===== config.mk =====
export PLATFORM = sky130hd
export DESIGN_NAME = divider
export DESIGN_NICKNAME = d
export VERILOG_FILES = /design/src/rtl/divider.sv
export SDC_FILE = /design/constraint.sdc
export NUM_CORES = 1
export LEC_CHECK = 0
export BUFFER_PORTS_ARGS = -buffer_cell sky130_fd_sc_hd__buf_4
export CORE_ASPECT_RATIO = 0.8
export CORE_MARGIN = 2
export CORE_UTILIZATION = 40
export CTS_CLUSTER_SIZE = 20
export DETAILED_ROUTE_END_ITERATION = 16
export GPL_TIMING_DRIVEN = 0
export PLACE_DENSITY = 0.69
export SETUP_SLACK_MARGIN = 0.02
export SLEW_MARGIN = 20
export SYNTH_ARGS = -nofsm -noshare
export SYNTH_HDL_FRONTEND = slang
export SYNTH_SLANG_ARGS = --single-unit

===== constraint.sdc =====
create_clock -name i_clock -period 3.8 [get_ports i_clock]
set_clock_uncertainty 0.05 [all_clocks]
set_input_delay 0.57 -clock i_clock [delete_from_list [all_inputs] [get_ports i_clock]]
set_output_delay 0.57 -clock i_clock [all_outputs]
set_load 0.02 [all_outputs]

===== src/rtl/divider.sv =====
// Sequential restoring shift-subtract divider: unsigned quotient and remainder,
// one quotient bit per clock, with the trial subtraction done on an N+1 bit Adder.

module Adder #(
  parameter int W = 9
) (
  input  logic [W-1:0] i_a,
  input  logic [W-1:0] i_b,
  input  logic         i_carry,
  output logic [W-1:0] o_sum
);

  assign o_sum = i_a + i_b + {{(W-1){1'b0}}, i_carry};

endmodule

module divider #(
  parameter int N = 8
) (
  input  logic         i_clock,
  input  logic         i_reset,
  input  logic         i_start,
  input  logic [N-1:0] i_dividend,
  input  logic [N-1:0] i_divisor,
  output logic         o_busy,
  output logic         o_finished,
  output logic [N-1:0] o_quotient,
  output logic [N-1:0] o_remainder,
  output logic         o_div_zero
);

  localparam int CW = (N > 2) ? $clog2(N) : 1;
  localparam logic [CW-1:0] LAST = CW'(N - 1);

  typedef enum logic [1:0] {IDLE, DIVIDE, DONE} state_t;

  state_t         state_q;
  logic [CW-1:0]  count_q;
  logic [N-1:0]   workRem_q;
  logic [N-1:0]   workQuo_q;
  logic [N-1:0]   divisor_q;
  logic           zero_q;
  logic           busy_q;
  logic           finished_q;
  logic [N-1:0]   quotient_q;
  logic [N-1:0]   remainder_q;
  logic           divZero_q;

  logic [N:0]     remShift;
  logic [N:0]     diff;
  logic           doSub;
  logic [N-1:0]   rem_d;
  logic [N-1:0]   quo_d;

  assign remShift = {workRem_q, workQuo_q[N-1]};

  Adder #(.W(N + 1)) trialSub (
    .i_a     (remShift),
    .i_b     (~{1'b0, divisor_q}),
    .i_carry (1'b1),
    .o_sum   (diff)
  );

  // The shifted remainder can reach 2D-1 and so needs the extra top bit:
  // when that bit is set the subtraction always succeeds regardless of borrow.
  assign doSub = remShift[N] | ~diff[N];
  assign rem_d = doSub ? diff[N-1:0] : remShift[N-1:0];
  assign quo_d = {workQuo_q[N-2:0], doSub};

  always_ff @(posedge i_clock or posedge i_reset) begin
    if (i_reset) begin
      state_q     <= IDLE;
      count_q     <= '0;
      workRem_q   <= '0;
      workQuo_q   <= '0;
      divisor_q   <= '0;
      zero_q      <= 1'b0;
      busy_q      <= 1'b0;
      finished_q  <= 1'b0;
      quotient_q  <= '0;
      remainder_q <= '0;
      divZero_q   <= 1'b0;
    end else begin
      case (state_q)
        IDLE: begin
          finished_q <= 1'b0;
          if (i_start) begin
            workQuo_q <= i_dividend;
            divisor_q <= i_divisor;
            workRem_q <= '0;
            count_q   <= '0;
            zero_q    <= (i_divisor == '0);
            busy_q    <= 1'b1;
            state_q   <= DIVIDE;
          end
        end
        DIVIDE: begin
          workRem_q <= rem_d;
          workQuo_q <= quo_d;
          count_q   <= count_q + 1'b1;
          if (count_q == LAST) begin
            state_q     <= DONE;
            finished_q  <= 1'b1;
            quotient_q  <= quo_d;
            remainder_q <= rem_d;
            divZero_q   <= zero_q;
          end
        end
        DONE: begin
          finished_q <= 1'b0;
          busy_q     <= 1'b0;
          state_q    <= IDLE;
        end
        default: begin
          state_q <= IDLE;
        end
      endcase
    end
  end

  assign o_busy      = busy_q;
  assign o_finished  = finished_q;
  assign o_quotient  = quotient_q;
  assign o_remainder = remainder_q;
  assign o_div_zero  = divZero_q;

endmodule

* Yosys cells after proc, flatten, opt, wreduce, memory -nomap -nowiden
Index checks and enable logic that the tools add are counted.
** Word-level totals
- Input bits :: 19
- Word-level logic and storage cells :: 48
- Flip-flop bits (word level) :: 49
** Operators by class
- Muxes and demuxes :: 14
- Reductions and logical operators :: 12
- Equality and inequality tests :: 5
- Bitwise logic cells :: 3
- $add $sub $neg :: 3
** Operator list (count)
- one-hot mux 8 bit (2 select lines) :: 2
- 2-to-1 mux 8 bit :: 3
- AND reduction 2 bit :: 6
- adder 9 x 1 -> 9 bit (second input constant) :: 1
- adder 9 bit :: 1
- NOT 8 -> 9 bit :: 1
- logical NOT 8 bit :: 1
- one-hot mux 3 bit (2 select lines) :: 1
- nonzero test 2 bit :: 3
- 2-to-1 mux 2 bit :: 2
- inequality test 2 bit (second input constant) :: 2
- one-hot mux 1 bit (2 select lines) :: 2
- one-hot mux 2 bit (2 select lines) :: 1
- adder 3 x 1 -> 3 bit (second input constant) :: 1
- == test 3 bit (second input constant) :: 1
- 2-to-1 mux 3 bit :: 1
- == test 2 x 1 -> 1 bit (second input constant) :: 1
- == test 2 bit (second input constant) :: 1
- logical NOT 2 bit :: 1
- 2-to-1 mux 1 bit :: 2
- OR reduction 2 bit :: 1
- NOT 1 bit :: 1
- bitwise OR 1 bit :: 1

* Logic depth before layout (Yosys ltp)
- Depth after elaboration :: 7
- Depth in mapped cells :: 10
- Gate-level depth less buffers :: 9

* Hierarchy
A second synthesis with hierarchy kept.
** Second synthesis, totals
- Cell total of the unflattened synthesis :: 240
- Area total of the unflattened synthesis :: 2481.1 um2
** By module, submodules not included
- divider :: instances 1, cells an instance 199, area an instance 2128.3 um2, seq. area each 1226.2 um2
- Adder :: instances 1, cells an instance 41, area an instance 352.8 um2, seq. area each 0.0 um2

* Worst setup path before layout
No wires, ideal clock.
- Path type :: register to register
- Start :: reg workQuo_q[7]
- End :: reg remainder_q[0], in the netlist o_remainder[0]
- Required time :: 3.676 ns
- Clock period less this slack :: 2.066 ns
- Buffers on the path :: 1
- Stages on the path, launching flop included :: 11
- Library setup time :: 0.074 ns
- Data arrival time :: 1.942 ns
- Slack :: 1.734 ns
- Cell sequence :: dfrtp_1 inv_1 ha_1 inv_1 fa_1 nand3_1 a211oi_1 or2_1 buf_6 mux2_4 o21ai_2
** On the way
- Word-level cells in the longest chain between the ends :: 5
** Ends and longest elaborated chain
- from (decl) :: RTL line 40 : logic [N-1:0] workQuo_q;
- from (signal assigned) :: RTL line 88 : workQuo_q <= i_dividend;
- from (signal assigned) :: RTL line 99 : workQuo_q <= quo_d;
- adder 9 bit :: RTL line 13 : assign o_sum = i_a + i_b + {{(W-1){1'b0}}, i_carry};
- adder 9 x 1 -> 9 bit :: RTL line 13
- NOT 1 bit :: RTL line 66 : assign doSub = remShift[N] | ~diff[N];
- bitwise OR 1 bit :: RTL line 66
- 2-to-1 mux 8 bit * :: RTL line 67 : assign rem_d = doSub ? diff[N-1:0] : remShift[N-1:0];
- to (signal assigned) :: RTL line 105 : remainder_q <= rem_d;
- to (decl) :: RTL line 46 : logic [N-1:0] remainder_q;
Every way passes the cells marked *; elsewhere a longest branch is shown, timed or not.
A chain may end at the register's enable or synchronous reset.

* Worst setup path after layout
- Start :: reg workQuo_q[7]
- End :: reg workRem_q[1]
** On the way
- Word-level cells in the longest chain between the ends :: 6
** Ends and longest elaborated chain
- adder 9 bit * :: RTL line 13
- adder 9 x 1 -> 9 bit * :: RTL line 13
- NOT 1 bit :: RTL line 66
- bitwise OR 1 bit :: RTL line 66
- 2-to-1 mux 8 bit * :: RTL line 67
- one-hot mux 8 bit (2 select lines) * :: RTL line 84 : case (state_q)
- to (signal assigned) :: RTL line 98 : workRem_q <= rem_d;
- to (decl) :: RTL line 39 : logic [N-1:0] workRem_q;
Marked as above.

==> results.json <==
{
  "grt_max_degree": 27,
  "hold_path.class": "primary input to async pin",
  "antenna_found_initial": 0,
  "syn-num-nets": 287,
  "max_slew_margin_pct": 54.3,
  "drive_gt1_share_pct": 18.5,
  "routedWlPerCell_microns": 13.2,
  "hold_ws_ps": 250,
  "cts_buffer_depth": 2,
  "firstDrtPassIters": 4,
  "pre_cts_ws_ps": 1380,
  "fin_crit_ps": 2490,
  "reg2regPathDepth": 9,
  "endpoint_kind": "register",
  "fillers": 592,
  "overflow": 0,
  "crit-reg2reg-launch": "workQuo_q[7]",
  "worstReg2RegEnd": "workRem_q[1]",
  "crit_fanout": 7,
  "avgViaCountPerCell": 4.90,
  "cts_buffers": 5,
  "cts_tree": "done",
  "nNetsFinal": 332,
  "tightestPinTransition_ps": 682,
  "place_inst": 376,
  "critPathArrivalTime_ps": 2610,
  "num_vias": 1883,
  "seq_area_sq_um": 1230,
  "required_ps": 3920,
  "post_cts_buffers": 0,
  "worst-r2r-setup-slack_ps": 1310,
  "ys_ff_latch": 49,
  "cts_root_buf": "clkbuf_8",
  "maxCapViolCount": 0,
  "grt_pass1_wl_microns": 8710,
  "globalplace.congestion": 0.805,
  "fin_setup_tns_ps": 0,
  "core_sq_um": 5820,
  "setup_viol_count_final": 0,
  "clk_latency_ps": 310,
  "cts.clk_slew.worst_paths_ps": 90,
  "crit_end": "workRem_q[1]",
  "yosysWarnings": 0,
  "drc": 0,
  "track_usage_pct": 16.6,
  "die_h_microns": 72.9,
  "cts_max_level": 2,
  "n_antenna_cell": 0,
  "area_delta_synth_final_pct": 20.9,
  "p_leak_nw": 1.37,
  "power_density_nw_per_um2": 1010,
  "cts_hold_buffers": 0,
  "grt_pass1_vias": 1752,
  "yosysSeqAreaShare_pct": 51.7,
  "initial_core_util_pct": 40.8,
  "io_buffers": 37,
  "status": "complete, no violations",
  "io_pins": 38,
  "finalCritPeriodShare_pct": 65.5,
  "syn_area_sq_um": 2370,
  "final_cells": 384,
  "drt_iter0_drc": 88,
  "critPathKind": "register to register",
  "rsz0062_at_grt": "no",
  "die-area_sq_um": 6570,
  "post_cts_resized": 0,
  "ant_nets": 0,
  "crit_start": "workQuo_q[7]",
  "start_kind": "register",
  "setup_slack_ps": 1310,
  "synth_cells": 257,
  "synthDistinctLibCells": 35,
  "vdd_drop_max_uv": 588,
  "routed_wl_microns": 5090,
  "multi_input_area_sq_um": 1050,
  "hold_viol_final": 0,
  "place_hpwl_microns": 3850,
  "dieWidth_microns": 90.1,
  "fmax_mhz": 402,
  "rows": 25,
  "avgSynthCellArea_sq_um": 9.24,
  "drv_slew": 0,
  "cts.sinks": 49
}
==> how the worst min path moves through the flow <==
stage               slack, ps           from  depth (start not counted)             to
floorplan                 390         zero_q                          2     o_div_zero
global placement          410  o_quotient[2]                          2  o_quotient[2]
detailed placement        410  o_quotient[4]                          2  o_quotient[4]
CTS                       270        i_reset                          2  o_quotient[1]
global route              290        i_reset                          2  o_quotient[2]
finish                    250        i_reset                          2  o_quotient[4]
==> worst max-delay path, stage by stage, from the launching register on <==
cell and delay (ps):
dfrtp_1 360, inv_1 130, ha_1 180, inv_1 50, fa_1 410, nand3_1 110, a211oi_1 130, nor2_1 510
mux2i_1 300, o21ai_0 120
==> power breakdown <==
part	internal, mW	switching [mW]
combinational	0.682	0.960
sequential	0.778	0.157
clock	0.148	0.176
==> logic make-up after synthesis <==
| kind of cell | after synthesis | share of synthesized area (%) |
|---|---|---|
| AOI/OAI and AO/OA | 60 | 15.8 |
| xor gates and xnor gates | 5 | 1.85 |
| adders and majority gates | 11 | 6.11 |
| buffers and inverters | 23 | 4.06 |
| DFF | 49 | 51.7 |
| muxes | 4 | 1.90 |
| and+or+nand+nor | 105 | 18.7 |
==> registers in the layout, indices dropped and copies added, names as in the netlist <==
signal and cells:
divisor_q 8, o_quotient 8, o_remainder 8, workQuo_q 8, workRem_q 8, count_q 3, state_q 2, o_busy 1
o_div_zero 1, o_finished 1, zero_q 1
==> cell type report <==
type / count / area share (%)
flip-flops and latches: 49 / 42.7
multi-input cells: 185 / 36.6
repair buffers: 38 / 10.4
well taps: 81 / 3.53
clock buffers: 6 / 2.88
plain buffers: 11 / 1.79
inverters: 12 / 1.57
clock inverters: 2 / 0.480
==> cell usage after synthesis <==
library cell / count / area share [%]
buf_6: 1 / 0.47
o211ai_1: 1 / 0.32
nand3_1: 10 / 2.1
a211oi_1: 3 / 0.95
o21ai_2: 3 / 1.1
nor2_1: 11 / 1.7
dfrtp_1: 49 / 52
o21ai_0: 27 / 5.7
ha_1: 10 / 5.3
nor4_1: 2 / 0.53
a2bb2oi_1: 3 / 1.1
or2_1: 1 / 0.26
nor2b_1: 2 / 0.53
fa_1: 1 / 0.84
buf_1: 1 / 0.16
mux2_4: 1 / 0.63
a32oi_1: 1 / 0.37
buf_2: 2 / 0.42
nand2b_1: 2 / 0.53
o311ai_0: 1 / 0.37
inv_1: 12 / 1.9
mux2i_1: 3 / 1.3
and2_1: 1 / 0.26
nor3b_1: 1 / 0.32
nand3b_1: 1 / 0.32
a31oi_1: 7 / 1.8
nor3b_2: 1 / 0.53
nand2_1: 73 / 12
a21oi_1: 9 / 1.9
a211oi_4: 1 / 0.84
o31ai_1: 3 / 0.95
clkbuf_1: 7 / 1.1
a22oi_1: 1 / 0.32
xnor2_1: 3 / 1.1
xor2_1: 2 / 0.74
==> layer usage <==
layer | up-vias | track usage (%) | routed length, microns
li1 | 962 | - | -
met1 | 864 | 24.9 | 2600
met2 | 50 | 23.8 | 2150
met3 | 7 | 3.62 | 266
met4 | 0 | 5.64 | 73
met5 | - | 0 | 0
==> per-stage QoR <==
step,cell area (sq um),utilization (%),power [mW]
after global routing,2870,49.3,3.19
after CTS,2870,49.3,2.92
after detailed placement,2770,47.7,2.59
after global placement,2750,47.3,2.55
final,2870,49.3,2.90
after floorplan,2370,-,2.13
==> cell usage in the layout (no fill, tap or decap), types with 2 or more instances in the layout <==
cell	n
o31ai_1	3
a211oi_1	3
mux2i_1	3
o21ai_2	3
a21oi_1	9
nor4_1	2
ha_1	10
nand2b_1	2
buf_2	2
clkbuf_8	6
nand3_1	10
nor2_1	11
xnor2_1	3
clkbuf_1	7
o21ai_0	27
inv_1	11
dfrtp_1	49
nand2_1	73
nor2b_1	2
buf_4	37
a31oi_1	7
a2bb2oi_1	3
xor2_1	2
Power figures use the tool's default switching activity.
